### src/rtl/sdram_arb2_if.sv
`timescale 1ns/1ps
// rtl/sdram_arb2_if.sv - requester and Avalon-MM signal bundle for sdram_arb2
interface sdram_arb2_if #(
   parameter int ADDR_W = 32
);
   logic              req0_valid;
   logic              req0_we;
   logic [ADDR_W-1:0] req0_addr;
   logic [15:0]       req0_wdata;
   logic              req0_done;
   logic [15:0]       req0_rdata;
   logic              req0_err;

   logic              req1_valid;
   logic              req1_we;
   logic [ADDR_W-1:0] req1_addr;
   logic [15:0]       req1_wdata;
   logic              req1_done;
   logic [15:0]       req1_rdata;
   logic              req1_err;

   logic [ADDR_W-1:0] address;
   logic [15:0]       writedata;
   logic [1:0]        byteenable;
   logic              chipselect;
   logic              read_n;
   logic              write_n;
   logic              waitrequest;
   logic              readdatavalid;
   logic [15:0]       readdata;

   // arbiter side
   modport master (
      input  req0_valid, req0_we, req0_addr, req0_wdata,
      output req0_done, req0_rdata, req0_err,
      input  req1_valid, req1_we, req1_addr, req1_wdata,
      output req1_done, req1_rdata, req1_err,
      output address, writedata, byteenable, chipselect, read_n, write_n,
      input  waitrequest, readdatavalid, readdata
   );

   // requesters plus SDRAM controller side
   modport slave (
      output req0_valid, req0_we, req0_addr, req0_wdata,
      input  req0_done, req0_rdata, req0_err,
      output req1_valid, req1_we, req1_addr, req1_wdata,
      input  req1_done, req1_rdata, req1_err,
      input  address, writedata, byteenable, chipselect, read_n, write_n,
      output waitrequest, readdatavalid, readdata
   );
endinterface

### src/rtl/sdram_arb2.sv
`timescale 1ns/1ps
// rtl/sdram_arb2.sv - two-requester, one-outstanding arbiter driving an Avalon-MM SDRAM port
// Optional macro SDRAM_ARB_RR_EN: round-robin on ties; undefined gives fixed req0 priority.
module sdram_arb2 #(
   parameter int TIMEOUT = 1024,
   parameter int ADDR_W  = 32
) (
   input  logic         clk,
   input  logic         reset_n,
   sdram_arb2_if.master bus
);
   localparam int               CNT_W    = $clog2(TIMEOUT + 1);
   localparam logic [CNT_W-1:0] CNT_LAST = CNT_W'(TIMEOUT - 1);

   typedef enum logic [1:0] {
      S_IDLE   = 2'd0,
      S_CMD    = 2'd1,
      S_RDWAIT = 2'd2,
      S_DONE   = 2'd3
   } state_t;

   state_t            r_state,      w_state;
   logic [ADDR_W-1:0] r_address,    w_address;
   logic [15:0]       r_writedata,  w_writedata;
   logic              r_read_n,     w_read_n;
   logic              r_write_n,    w_write_n;
   logic              r_chipselect, w_chipselect;
   logic              r_we,         w_we;
   logic              r_owner,      w_owner;
   logic [CNT_W-1:0]  r_cnt,        w_cnt;
   logic              r_done0,      w_done0;
   logic              r_done1,      w_done1;
   logic              r_err0,       w_err0;
   logic              r_err1,       w_err1;
   logic [15:0]       r_rdata0,     w_rdata0;
   logic [15:0]       r_rdata1,     w_rdata1;
`ifdef SDRAM_ARB_RR_EN
   logic              r_last_grant, w_last_grant;
`endif

   logic w_pick1;
   logic w_fin;
   logic w_fin_err;

   // next-state and next-output logic; every output is registered so the Avalon side sees clean strobes
   always_comb begin
      w_state      = r_state;
      w_address    = r_address;
      w_writedata  = r_writedata;
      w_read_n     = r_read_n;
      w_write_n    = r_write_n;
      w_chipselect = r_chipselect;
      w_we         = r_we;
      w_owner      = r_owner;
      w_cnt        = r_cnt;
      w_rdata0     = r_rdata0;
      w_rdata1     = r_rdata1;
      w_fin        = 1'b0;
      w_fin_err    = 1'b0;
`ifdef SDRAM_ARB_RR_EN
      w_last_grant = r_last_grant;
      w_pick1      = bus.req1_valid && (!bus.req0_valid || !r_last_grant);
`else
      w_pick1      = bus.req1_valid && !bus.req0_valid;
`endif

      case (r_state)
         S_IDLE: begin
            if (bus.req0_valid || bus.req1_valid) begin
               w_owner      = w_pick1;
               w_we         = w_pick1 ? bus.req1_we    : bus.req0_we;
               w_address    = w_pick1 ? bus.req1_addr  : bus.req0_addr;
               w_writedata  = w_pick1 ? bus.req1_wdata : bus.req0_wdata;
               w_read_n     = w_we;
               w_write_n    = !w_we;
               w_chipselect = 1'b1;
               w_state      = S_CMD;
`ifdef SDRAM_ARB_RR_EN
               w_last_grant = w_pick1;
`endif
            end
         end
         S_CMD: begin
            if (!bus.waitrequest) begin
               w_read_n  = 1'b1;
               w_write_n = 1'b1;
               if (r_we) begin
                  w_chipselect = 1'b0;
                  w_fin        = 1'b1;
                  w_state      = S_DONE;
               end else begin
                  w_cnt   = '0;
                  w_state = S_RDWAIT;
               end
            end
         end
         S_RDWAIT: begin
            w_cnt = r_cnt + CNT_W'(1);
            if (bus.readdatavalid) begin
               if (r_owner) w_rdata1 = bus.readdata;
               else         w_rdata0 = bus.readdata;
               w_fin        = 1'b1;
               w_chipselect = 1'b0;
               w_state      = S_DONE;
            end else if (r_cnt == CNT_LAST) begin
               w_fin        = 1'b1;
               w_fin_err    = 1'b1;
               w_chipselect = 1'b0;
               w_state      = S_DONE;
            end
         end
         S_DONE: begin
            w_state = S_IDLE;
         end
         default: begin
            w_state = S_IDLE;
         end
      endcase

      w_done0 = w_fin && !r_owner;
      w_done1 = w_fin &&  r_owner;
      w_err0  = w_fin_err && !r_owner;
      w_err1  = w_fin_err &&  r_owner;
   end

   // state and output registers; reset drops strobes immediately and abandons any transaction
   always_ff @(posedge clk or negedge reset_n) begin
      if (!reset_n) begin
         r_state      <= S_IDLE;
         r_address    <= '0;
         r_writedata  <= '0;
         r_read_n     <= 1'b1;
         r_write_n    <= 1'b1;
         r_chipselect <= 1'b0;
         r_we         <= 1'b0;
         r_owner      <= 1'b0;
         r_cnt        <= '0;
         r_done0      <= 1'b0;
         r_done1      <= 1'b0;
         r_err0       <= 1'b0;
         r_err1       <= 1'b0;
         r_rdata0     <= '0;
         r_rdata1     <= '0;
`ifdef SDRAM_ARB_RR_EN
         r_last_grant <= 1'b1;
`endif
      end else begin
         r_state      <= w_state;
         r_address    <= w_address;
         r_writedata  <= w_writedata;
         r_read_n     <= w_read_n;
         r_write_n    <= w_write_n;
         r_chipselect <= w_chipselect;
         r_we         <= w_we;
         r_owner      <= w_owner;
         r_cnt        <= w_cnt;
         r_done0      <= w_done0;
         r_done1      <= w_done1;
         r_err0       <= w_err0;
         r_err1       <= w_err1;
         r_rdata0     <= w_rdata0;
         r_rdata1     <= w_rdata1;
`ifdef SDRAM_ARB_RR_EN
         r_last_grant <= w_last_grant;
`endif
      end
   end

   assign bus.address    = r_address;
   assign bus.writedata  = r_writedata;
   assign bus.byteenable = 2'b11;
   assign bus.chipselect = r_chipselect;
   assign bus.read_n     = r_read_n;
   assign bus.write_n    = r_write_n;
   assign bus.req0_done  = r_done0;
   assign bus.req1_done  = r_done1;
   assign bus.req0_err   = r_err0;
   assign bus.req1_err   = r_err1;
   assign bus.req0_rdata = r_rdata0;
   assign bus.req1_rdata = r_rdata1;
endmodule

### src/flat_wrapper.sv
// flat-port wrapper written by rule: the top's interface ports become plain ports
module sdram_arb2_flat 
#(
   parameter int TIMEOUT = 1024,
   parameter int ADDR_W  = 32
)
  (clk, reset_n, bus_req0_valid, bus_req0_we, bus_req0_addr, bus_req0_wdata, bus_req0_done, bus_req0_rdata, bus_req0_err, bus_req1_valid, bus_req1_we, bus_req1_addr, bus_req1_wdata, bus_req1_done, bus_req1_rdata, bus_req1_err, bus_address, bus_writedata, bus_byteenable, bus_chipselect, bus_read_n, bus_write_n, bus_waitrequest, bus_readdatavalid, bus_readdata);
  sdram_arb2_if #(.ADDR_W(ADDR_W)) bus_i ();
  input  logic clk;
  input  logic reset_n;
  input wire logic [$bits(bus_i.req0_valid)-1:0] bus_req0_valid;
  input wire logic [$bits(bus_i.req0_we)-1:0] bus_req0_we;
  input wire logic [$bits(bus_i.req0_addr)-1:0] bus_req0_addr;
  input wire logic [$bits(bus_i.req0_wdata)-1:0] bus_req0_wdata;
  output wire logic [$bits(bus_i.req0_done)-1:0] bus_req0_done;
  output wire logic [$bits(bus_i.req0_rdata)-1:0] bus_req0_rdata;
  output wire logic [$bits(bus_i.req0_err)-1:0] bus_req0_err;
  input wire logic [$bits(bus_i.req1_valid)-1:0] bus_req1_valid;
  input wire logic [$bits(bus_i.req1_we)-1:0] bus_req1_we;
  input wire logic [$bits(bus_i.req1_addr)-1:0] bus_req1_addr;
  input wire logic [$bits(bus_i.req1_wdata)-1:0] bus_req1_wdata;
  output wire logic [$bits(bus_i.req1_done)-1:0] bus_req1_done;
  output wire logic [$bits(bus_i.req1_rdata)-1:0] bus_req1_rdata;
  output wire logic [$bits(bus_i.req1_err)-1:0] bus_req1_err;
  output wire logic [$bits(bus_i.address)-1:0] bus_address;
  output wire logic [$bits(bus_i.writedata)-1:0] bus_writedata;
  output wire logic [$bits(bus_i.byteenable)-1:0] bus_byteenable;
  output wire logic [$bits(bus_i.chipselect)-1:0] bus_chipselect;
  output wire logic [$bits(bus_i.read_n)-1:0] bus_read_n;
  output wire logic [$bits(bus_i.write_n)-1:0] bus_write_n;
  input wire logic [$bits(bus_i.waitrequest)-1:0] bus_waitrequest;
  input wire logic [$bits(bus_i.readdatavalid)-1:0] bus_readdatavalid;
  input wire logic [$bits(bus_i.readdata)-1:0] bus_readdata;
  assign bus_i.req0_valid = bus_req0_valid;
  assign bus_i.req0_we = bus_req0_we;
  assign bus_i.req0_addr = bus_req0_addr;
  assign bus_i.req0_wdata = bus_req0_wdata;
  assign bus_req0_done = bus_i.req0_done;
  assign bus_req0_rdata = bus_i.req0_rdata;
  assign bus_req0_err = bus_i.req0_err;
  assign bus_i.req1_valid = bus_req1_valid;
  assign bus_i.req1_we = bus_req1_we;
  assign bus_i.req1_addr = bus_req1_addr;
  assign bus_i.req1_wdata = bus_req1_wdata;
  assign bus_req1_done = bus_i.req1_done;
  assign bus_req1_rdata = bus_i.req1_rdata;
  assign bus_req1_err = bus_i.req1_err;
  assign bus_address = bus_i.address;
  assign bus_writedata = bus_i.writedata;
  assign bus_byteenable = bus_i.byteenable;
  assign bus_chipselect = bus_i.chipselect;
  assign bus_read_n = bus_i.read_n;
  assign bus_write_n = bus_i.write_n;
  assign bus_i.waitrequest = bus_waitrequest;
  assign bus_i.readdatavalid = bus_readdatavalid;
  assign bus_i.readdata = bus_readdata;
  sdram_arb2 #(.TIMEOUT(TIMEOUT), .ADDR_W(ADDR_W)) u_core (.clk(clk), .reset_n(reset_n), .bus(bus_i));
endmodule
### config.mk
export PLATFORM = sky130hd
export DESIGN_NAME = sdram_arb2_flat
export DESIGN_NICKNAME = d
export VERILOG_FILES = /design/src/rtl/sdram_arb2_if.sv /design/src/rtl/sdram_arb2.sv /design/src/flat_wrapper.sv
export SDC_FILE = /design/constraint.sdc
export NUM_CORES = 1
export LEC_CHECK = 0
export CAP_MARGIN = 15
export CORE_ASPECT_RATIO = 1.25
export CORE_MARGIN = 5
export CORE_UTILIZATION = 42
export DETAILED_ROUTE_END_ITERATION = 16
export GPL_TIMING_DRIVEN = 0
export PLACE_DENSITY = 0.81
export SYNTH_ARGS = -nofsm -noshare
export SYNTH_HDL_FRONTEND = slang
export SYNTH_SLANG_ARGS = --single-unit
### constraint.sdc
create_clock -name clk -period 2.55 [get_ports clk]
set_clock_uncertainty 0.05 [all_clocks]
set_input_delay 0.3825 -clock clk [delete_from_list [all_inputs] [get_ports clk]]
set_output_delay 0.3825 -clock clk [all_outputs]
set_load 0.1 [all_outputs]
After elaboration in Yosys (flattened, before gate mapping)
Cells that the tools add are included.
Word-level totals
  register bits after elaboration: 102
Operators by class
  add/subtract/negate cells: 1
  eq/ne operators: 9
  multiplexer cells: 30
  bitwise gates (word level): 1
  reductions and logical operators: 20
Operators by type and width (number)
  $mux 32: 1
  $mux 11: 2
  $pmux 11 s2: 1
  $mux 1: 16
  $mux 16: 1
  $reduce_and 3->1: 5
  $add 11x1->11 const B: 1
  $eq 11x10->1 const B: 1
  $mux 2: 4
  $pmux 2 s4: 1
  $pmux 1 s2: 3
  $logic_and 1x1->1: 5
  $reduce_and 5->1: 1
  $eq 2x2->1 const B: 2
  $ne 2x1->1 const B: 2
  $ne 2x2->1 const B: 2
  $reduce_bool 2->1: 2
  $logic_not 1->1: 3
  $ne 3x2->1 const B: 1
  $pmux 1 s3: 1
  $reduce_bool 3->1: 1
  $eq 2x1->1 const B: 1
  $logic_not 2->1: 1
  $reduce_and 2->1: 1
  2 further kinds: 2

Logic depth before layout (Yosys ltp)
Gate-level depths: netlist (run 1).
  word-level depth: 6
  mapped depth: 8

Worst setup path after synthesis (run 1)
OpenSTA, ideal clock, no wires.
  kind: register to register
  start: register u_core.r_state[1]
  end: register u_core.r_cnt[8]
  library setup time: 0.132 ns
  data arrival time: 1.714 ns
  setup slack: 0.654 ns
  cell stages (with the launch flop): 9
  path buffers: 2
  cell sequence: dfrtp_1 -> inv_1 -> ha_1 -> buf_4 -> or3b_1 -> and2_4 -> buf_2 -> o21ai_0 -> o41ai_2
On the way
  word-level cells in the longest chain between the ends: 3
  elaborated cells on any way between the ends: 7
  classes of those cells: eq/ne (4); mux (1); reduce/logical (2)
Ends and longest elaborated chain
  start, declared: line sdram_arb2.sv:22  | state_t r_state, w_state;
  start signal, assigned: line sdram_arb2.sv:148  | r_state <= w_state;
  $eq 2x1->1 or $eq 2x2->1 (tied branches): line sdram_arb2.sv:67  | case (r_state)
  $ne 2x2->1 (no line) or $reduce_bool 2->1 (tied branches)
  $reduce_and 3->1 (no line)
  end signal, assigned: line sdram_arb2.sv:156  | r_cnt <= w_cnt;
  end, declared: line sdram_arb2.sv:30  | logic [CNT_W-1:0] r_cnt, w_cnt;
Parallel ways exist; a longest one is shown, timed or not.
A chain may end at the register's enable or synchronous reset.

Worst setup path after layout (run 1)
  start: register u_core.r_read_n, in the netlist u_core.bus.read_n
  end: output port bus_read_n
RTL lines
  start, declared: line sdram_arb2.sv:25  | logic r_read_n, w_read_n;
  start signal, assigned: line sdram_arb2.sv:151  | r_read_n <= w_read_n;
  end, declared: line flat_wrapper.sv:29  | output wire logic [$bits(bus_i.read_n)-1:0] bus_read_n;
No word-level cell between the ends.

==> results of run 1 <==
==> sequential cells by signal, indices dropped and copies added, names as in the netlist <==
signal	count
u_core.bus.req1_rdata	16
u_core.r_state	2
u_core.r_owner	1
u_core.bus.chipselect	1
u_core.bus.req1_err	1
u_core.bus.req0_err	1
u_core.r_cnt	11
u_core.bus.write_n	1
u_core.bus.read_n	1
u_core.bus.req0_rdata	16
u_core.bus.req0_done	1
u_core.bus.address	32
u_core.bus.writedata	16
u_core.bus.req1_done	1
u_core.r_we	1
==> logic make-up after synthesis <==
| kind of cell | after synthesis |
|---|---|
| flip-flops | 102 |
| buffers and inverters | 35 |
| adder cells (fa/ha/maj) | 5 |
| AO/OA/AOI/OAI | 88 |
| AND/OR/NAND/NOR | 99 |
| other | 1 |
| multiplexers | 84 |
==> synthesized netlist by cell type (3+ instances only) <==
| cell | number | area share [%] |
|---|---|---|
| a21oi_1 | 9 | 0.97 |
| buf_2 | 9 | 0.97 |
| buf_4 | 7 | 1.1 |
| clkbuf_1 | 10 | 0.81 |
| dfrtp_1 | 100 | 54 |
| ha_1 | 5 | 1.4 |
| inv_1 | 8 | 0.65 |
| mux2_2 | 33 | 8.0 |
| mux2i_1 | 51 | 11 |
| nand2_1 | 62 | 5.0 |
| nand2b_1 | 4 | 0.54 |
| nand3_1 | 3 | 0.32 |
| nand4_1 | 5 | 0.68 |
| nor2_1 | 8 | 0.65 |
| nor3_1 | 3 | 0.32 |
| o21ai_0 | 61 | 6.6 |
| o31ai_1 | 6 | 0.97 |
| or3_1 | 3 | 0.41 |
==> through the flow <==
step	setup TNS [ns]	util [%]	setup slack, ns	hold WS (ns)	cell area (um2)
2_1_floorplan	0	-	0.654	0.0369	4640
3_3_place_gp	-265.60	62.6	-2.63	0.411	6870
3_5_place_dp	0	62.8	0.179	0.373	6890
4_1_cts	0	65.2	0.0755	0.00812	7160
5_1_grt	0	65.2	0.0334	0.0312	7160
6_report	0	65.2	0.0963	-0.0144	7160
==> cell type report <==
type / instances / area share, %
buffer: 26 / 1.89
clock buffer: 12 / 3.44
clock inverter: 4 / 0.315
inverter: 9 / 0.472
multi-input combinational: 278 / 26.7
sequential: 102 / 35.7
tap: 135 / 2.36
timing repair buffer: 207 / 29.1
==> per-layer routing <==
metal / vias up / GRT usage [%]
li1: 1886 / -
met1: 1859 / 21.2
met2: 171 / 34.7
met3: 23 / 7.83
met4: 0 / 7.09
met5: - / 0
==> path summary, 6_finish.rpt <==
path                                     startpoint                  endpoint  depth (start not counted)
hold / removal                              reset_n           u_core.r_cnt[3]                          1
max in group asynchronous                   reset_n  u_core.bus.writedata[12]                          2
min in group clk           u_core.bus.writedata[15]  u_core.bus.writedata[15]                          2
hold reg to reg            u_core.bus.writedata[15]  u_core.bus.writedata[15]                          2
setup / recovery                  u_core.bus.read_n                bus_read_n                          1
setup reg to reg                  u_core.r_state[0]    u_core.bus.address[25]                          8
==> layout by cell type (no fill, tap or decap), drive strengths merged, types with 6 or more instances in the layout <==
cell and n:
mux2i 51, clkbuf 22, inv 9, clkdlybuf4s50 205
o31ai 6, nor2 8, dfrtp 100, mux2 33
a21oi 9, o21ai 62, buf 18, nand2 62
==> metrics.cfg, run 1 <==
[floorplanning]
placementRows=43
die_w_um=104
initial_core_util_pct=42.2
dieArea_um2=13200
coreArea_um2=11000
io_pins=209
die_h_um=127

[clock_network]
clk_latency_ns=0.34
cts_max_level=3
ctsRootBufferMaster=clkbuf_16
clockBufferDepth=2
cts_tree=built
clkSlewWorstSetupHoldPaths_ns=0.07
hold_buffers=0
cts_inserted_buffers=9
cts_resized=0
post-cts-setup-buffers=0
clock-sinks=102

[setup_path]
cp_slowest_stage_delay_ns=1.13
cpLargestDelayFamily=buffers and inverters
critical_path_class=reg2out
regToRegSetupSlack_ns=0.35
path_cells=clkdlybuf4s50_1
cp_data_arrival_time_ns=2.02
critPathMaxFanout=3
crit_required_ns=2.12
cp_num_buf_inv=1
start_kind=flip-flop
end_kind=primary output
crit_slowest_cell=clkdlybuf4s50_1

[grt]
grt.overflow.total=0
grt_max_degree=59
antenna_found_initial=0
first_global_vias=4317
grt_pass1_wl_um=21000
grt_usage_pct=19.6

[synthesis]
yosys_warnings=0
synth_cell_type_count=40
avgSynthCellArea_um2=11.2
synth_top_family_by_area=multiplexers
synth_adder_area_share_pct=1.35
synthCells=414
synth_top_flop_cell=dfrtp_1
netlist_area_um2=4630
synth_compound_area_share_pct=10.9
ys_seq_area_share_pct=55.2
synth-edff-count=0
muxShareOfSynthArea_pct=19.0
synth-xor-area-share_pct=0
synth-simple-area-share_pct=9.83
synthArstFlopShare_pct=100
ys_seq_elements=102

[layout]
multi_input_area_um2=1910
final_nets=758
fin_cells=773
fillers=900
insertedDiodeCount=0
syn_to_final_growth_pct=54.6
final-seq-area_um2=2550
drive_gt1_share_pct=11.1

[status]
violations=hold timing
outcome=finished with violations

[sta]
whs_ns=-0.0144
min_period_ns=2.45
finalCritPeriodShare_pct=96.2
worst_slew_margin_rel_pct=31.9
timing.fmax_ghz=0.408
hold_viol=16
worst_slew_pin_slew_ns=1.02
rsz0062_at_grt=no
setup_viol_count_final=0
drv_slew=0

[drt]
ant_nets=0
drt_pass1_iterations=4
highest_layer=met4
drcViolationCount=0
vias=3939
vias_per_cell=5.10
wl_met2_um=6580
drtIter0Drc=84
met3_length_um=1200
totalWireLength_um=13000
wl_met1_um=4920
wl_per_cell_um=16.8

[placed_design]
dp_hpwl_um=10300
place.gp.congestion=0.816
io_buffers=206
place_inst=757

[hold_path]
hp-class=in2async

[job]
drv_cap=0

Power of run 1 is not shown: default switching activity piles up to over one toggle a cycle in this logic, so the estimate is an artifact.
==> run 2: changes to the inputs <==
--- a/config.mk
+++ b/config.mk
@@ -8,10 +8,10 @@
 export CAP_MARGIN = 15
 export CORE_ASPECT_RATIO = 1.25
 export CORE_MARGIN = 5
-export CORE_UTILIZATION = 42
+export CORE_UTILIZATION = 30
 export DETAILED_ROUTE_END_ITERATION = 16
 export GPL_TIMING_DRIVEN = 0
-export PLACE_DENSITY = 0.81
+export PLACE_DENSITY = 0.65
 export SYNTH_ARGS = -nofsm -noshare
 export SYNTH_HDL_FRONTEND = slang
 export SYNTH_SLANG_ARGS = --single-unit
==> run 2 against run 1 <==
  * The run now ends clean
  * Die area up 36%
  * Via count down 1.6%
  * Utilization down 17 points
  * Sequential share of layout area down 0.70 points
  * Routed wire length down 0.37%
  * Count of clock-buffer cells in the layout down 1
  * First-iteration DRC count down 1.2%
  * Critical path depth unchanged
  * Largest cell class unchanged
  * Highest routed layer unchanged
==> metrics.cfg, run 2 (synthesis results as in run 1) <==
[status]
outcome=finished clean

[drt]
vias_per_cell=4.58  ; -10%
drtIter0Drc=83  ; -1.2%
wl_met2_um=6850  ; +4.1%
wl_per_cell_um=15.3  ; -9.0%
met3_length_um=1120  ; -6.8%
drcViolationCount=0  ; unchanged
totalWireLength_um=12900  ; -0.37%
ant_nets=0  ; unchanged
highest_layer=met4
wl_met1_um=4790  ; -2.7%
vias=3875  ; -1.6%
drt_pass1_iterations=4  ; unchanged

[setup_path]
regToRegSetupSlack_ns=0.43  ; +0.08 ns
cp_data_arrival_time_ns=2.03  ; about the same
rr_worst_depth=6  ; -2
start_kind=flip-flop
crit_required_ns=2.12  ; about the same
crit_cells=1  ; unchanged
worstSetupStartpoint=u_core.bus.write_n
path_cells=clkdlybuf4s50_1
crit_slowest_cell=clkdlybuf4s50_1
critPathMaxFanout=3  ; unchanged
r2r-start=u_core.r_state[0]
cp_slowest_stage_delay_ns=1.16  ; +0.03 ns
reg2reg_to=u_core.bus.req1_rdata[12]
critical_path_class=reg2out
cp_num_buf_inv=1  ; unchanged
crit_end=bus_write_n
end_kind=primary output
cpLargestDelayFamily=buffers and inverters

[layout]
insertedDiodeCount=0  ; unchanged
largest_register_ffs=32  ; unchanged
fin_cells=846  ; +9.4%
final_nets=758  ; unchanged
syn_to_final_growth_pct=57.7
final_cell_mix=205 x clkdlybuf4s50_1, 100 x dfrtp_1, 62 x nand2_1
fillers=1407  ; +56%
drive_gt1_share_pct=11.6  ; +0.47 points
mostFrequentLayoutCell=clkdlybuf4s50_1
design_area_um2=7300  ; +2.0%
postLayoutCoreUtil_pct=48.4  ; -17 points

[floorplanning]
initial_core_util_pct=30.7  ; -11 points
io_pins=209  ; unchanged
die_w_um=121  ; +17%
coreArea_um2=15100  ; +37%
die_h_um=149  ; +17%
dieArea_um2=18000  ; +36%
placementRows=50  ; +16%

[placed_design]
place.gp.congestion=0.800  ; -1.9%
dp_hpwl_um=10500  ; +1.8%
place_area_um2=6980  ; +1.3%
place_inst=830  ; +9.6%
io_buffers=206  ; unchanged

[clock_network]
clk_latency_ns=0.34  ; about the same
cts_inserted_buffers=9  ; unchanged
ctsRootBufferMaster=clkbuf_16
clkSlewWorstSetupHoldPaths_ns=0.07  ; about the same
cts_tree=built
clock-sinks=102  ; unchanged
cts_max_level=3  ; unchanged
clockBufferDepth=2  ; unchanged
post-cts-setup-buffers=0  ; unchanged

[grt]
grt.overflow.total=0  ; unchanged
grt_usage_pct=14.5  ; -5.1 points
first_global_vias=4257  ; -1.4%
grt_pass1_wl_um=21000  ; +0.26%
antenna_found_initial=0  ; unchanged
grt_max_degree=57  ; -3.4%

[sta]
hold_viol=0  ; -16
worst_slew_margin_rel_pct=32.2  ; +0.28 points
min_period_ns=2.47  ; +0.0125 ns
rsz0062_at_grt=no
finalCritPeriodShare_pct=96.7  ; +0.49 points
worst_slew_pin_slew_ns=1.01  ; -0.00420 ns
setup_viol_count_final=0  ; unchanged
timing.fmax_ghz=0.405  ; -0.50%
drv_slew=0  ; unchanged

[job]
drv_cap=0  ; unchanged

[hold_path]
hp-class=in2async

[run 2: cell types whose count changed in the layout (fill, tap and decap cells not counted), sizes merged]
cell / delta
clkinv: -2
inv: +2
bufinv: +1
clkbuf: -1
[run 2: repair_timing]
action / in CTS / in global routing
hold buffers: 0 / 0
setup endpoints to repair: 0 / 20
resized for setup: 0 / 1
[run 2: worst min path at each step]
stage	start	to	depth (start not counted)
3_3_place_gp	u_core.bus.writedata[3]	u_core.bus.writedata[3]	2
2_1_floorplan	reset_n	u_core.bus.address[0]	0
3_5_place_dp	u_core.bus.address[26]	u_core.bus.address[26]	2
5_1_grt	reset_n	u_core.bus.req1_rdata[2]	1
6_report	reset_n	u_core.bus.req0_rdata[2]	1
4_1_cts	reset_n	u_core.bus.req0_rdata[2]	1
[run 2: stage by stage]
| stage | hold slack, ns | setup WS [ns] | TNS (ns) |
|---|---|---|---|
| finish | 0.0432 | 0.0839 | 0 |
| detailed placement | 0.420 | -0.0225 | -0.103 |
| global route | 0.101 | 0.0436 | 0 |
| floorplan | 0.0369 | 0.654 | 0 |
| global placement | 0.412 | -2.76 | -277.87 |
| CTS | 0.0658 | 0.0623 | 0 |
[run 2: cell type report]
cell class                 count  area, um2  share of cell area, %
clock inverter                 5       63.8                  0.874
timing repair buffer         207       2090                   28.6
clock buffer                  11        253                   3.46
multi-input combinational    278       1920                   26.2
inverter                       9       33.8                  0.463
tap                          208        260                   3.56
sequential                   102       2550                   35.0
buffer                        26        135                   1.85
[run 2: routing by layer]
layer	global-route usage [%]	up-vias
met2	26.2	143
li1	-	1882
met1	15.9	1839
met3	5.54	11
met4	3.76	0
met5	0	-
Power of run 2 is left out for the same reason.
==> run 3: changes to the inputs <==
--- a/config.mk
+++ b/config.mk
@@ -11,7 +11,7 @@
 export CORE_UTILIZATION = 30
 export DETAILED_ROUTE_END_ITERATION = 16
 export GPL_TIMING_DRIVEN = 0
-export PLACE_DENSITY = 0.65
+export PLACE_DENSITY_LB_ADDON = 0.05
 export SYNTH_ARGS = -nofsm -noshare
 export SYNTH_HDL_FRONTEND = slang
 export SYNTH_SLANG_ARGS = --single-unit
==> constraint.sdc (replaced) <==
create_clock -name clk -period 3 [get_ports clk]
set_clock_uncertainty 0.05 [all_clocks]
set_input_delay 0.45 -clock clk [delete_from_list [all_inputs] [get_ports clk]]
set_output_delay 0.45 -clock clk [all_outputs]
set_load 0.1 [all_outputs]
==> run 3 against run 2 <==
  * Cell area decreased by 0.29%
  * Global-route usage up 0.60 points
  * First-iteration DRC count up 81%
  * Worst setup slack better by 0.34 ns
==> metrics.cfg, run 3 (synthesis results as in run 1) <==
[drt]
ant_nets=0  ; unchanged
drcViolationCount=0  ; unchanged
vias_per_cell=4.57  ; -0.15%
wl_per_cell_um=15.8  ; +3.5%
drt_pass1_iterations=4  ; unchanged
totalWireLength_um=13400  ; +3.5%
drtIter0Drc=150  ; +81%
vias=3869  ; -0.15%

[sta]
drv_slew=0  ; unchanged
worst_slew_margin_rel_pct=29.3  ; -2.9 points
finalCritPeriodShare_pct=85.8
setup_ws_ns=0.427  ; +0.344 ns
hold_viol=0  ; unchanged
min_period_ns=2.57
timing.fmax_ghz=0.389
setup_viol_count_final=0  ; unchanged
rsz0062_at_grt=no
worst_slew_pin_slew_ns=1.06  ; +0.0436 ns

[placed_design]
dp_hpwl_um=10600  ; +0.97%
dp_slack_ns=0.513  ; +0.535 ns
place_inst=830  ; unchanged
io_buffers=206  ; unchanged
place.gp.congestion=0.753  ; -5.9%

[clock_network]
clockBufferDepth=2  ; unchanged
ctsRootBufferMaster=clkbuf_16
clkSlewWorstSetupHoldPaths_ns=0.07  ; about the same
clk_latency_ns=0.35  ; about the same
cts_max_level=3  ; unchanged
post-cts-setup-buffers=0  ; unchanged
clock-sinks=102  ; unchanged
cts_inserted_buffers=9  ; unchanged
cts_tree=built
hold_buffers=0  ; unchanged
cts_resized=0  ; unchanged

[setup_path]
cp_data_arrival_time_ns=2.07  ; +0.04 ns
crit_slowest_cell=clkdlybuf4s50_1
worstSetupStartpoint=u_core.bus.read_n
r2r-start=u_core.r_state[0]
cp_num_buf_inv=1  ; unchanged
cp_slowest_stage_delay_ns=1.18  ; +0.02 ns
crit_required_ns=2.50  ; +0.38 ns
critical_path_class=reg2out
cpLargestDelayFamily=buffers and inverters
end_kind=primary output
critPathMaxFanout=3  ; unchanged
start_kind=flip-flop
path_cells=clkdlybuf4s50_1

[grt]
antenna_found_initial=0  ; unchanged
grt_pass1_wl_um=21200  ; +1.1%
grt_max_degree=59  ; +3.5%
first_global_vias=4171  ; -2.0%
grt_usage_pct=15.1  ; +0.60 points
grt.met1_usage_pct=16.5  ; +0.62 points
gr-usage-met3_pct=5.77  ; +0.23 points
grt_use_met2_pct=26.0  ; -0.22 points
busiest_layer=met2
grt.overflow.total=0  ; unchanged

[floorplanning]
die_h_um=149  ; unchanged
coreArea_um2=15100  ; unchanged
initial_core_util_pct=30.7  ; unchanged
dieArea_um2=18000  ; unchanged
die_w_um=121  ; unchanged
io_pins=209  ; unchanged
placementRows=50  ; unchanged

[layout]
mostFrequentLayoutCell=clkdlybuf4s50_1
drive_gt1_share_pct=11.4  ; -0.16 points
largest_register_ffs=32  ; unchanged
final_cell_mix=205 x clkdlybuf4s50_1, 100 x dfrtp_1, 62 x nand2_1
syn_to_final_growth_pct=57.2
insertedDiodeCount=0  ; unchanged
fin_cells=846  ; unchanged
final_nets=758  ; unchanged

[status]
outcome=finished clean

[job]
drv_cap=0  ; unchanged

[hold_path]
hp-class=in2async

[run 3: cell count changes in the layout (fill, tap and decap cells not counted), sizes merged]
cell | previous run | this run
clkinv | 1 | 4
inv | 11 | 10
clkbuf | 21 | 19
[run 3: path summary, 6_finish.rpt]
check / depth (start not counted) / endpoint / slack (ns)
min: 1 / u_core.bus.req0_rdata[1] / 0.04
min reg2reg: 2 / u_core.bus.writedata[6] / 0.43
max reg2reg: 8 / u_core.bus.address[27] / 0.75
min in group clk: 2 / u_core.bus.writedata[6] / 0.43
max: 1 / bus_read_n / 0.43
max in group asynchronous: 2 / u_core.bus.write_n / 2.08
[run 3: metrics by stage]
stage	TNS, ns	utilization (%)	cell area [um2]	hold slack [ns]
after global placement	-253.18	46.1	6960	0.412
after detailed placement	0	46.3	6980	0.419
after CTS	0	48.3	7280	0.0642
after floorplan	0	-	4640	0.104
after global routing	0	48.3	7280	0.108
final	0	48.3	7280	0.0419
[run 3: final cells by class]
type                       count  area (um2)
buffer                        26         135
fill                        1433        7790
sequential                   102        2550
tap                          208         260
clock buffer                   9         225
clock inverter                 7        73.8
timing repair buffer         207        2090
multi-input combinational    278        1910
inverter                       9        33.8
[run 3: layer usage]
layer	share of wire, %	routed length [um]
met1	38	5020
met2	51	6860
met3	8.6	1150
met4	2.5	329
met5	0	0
Power of run 3 is left out for the same reason.
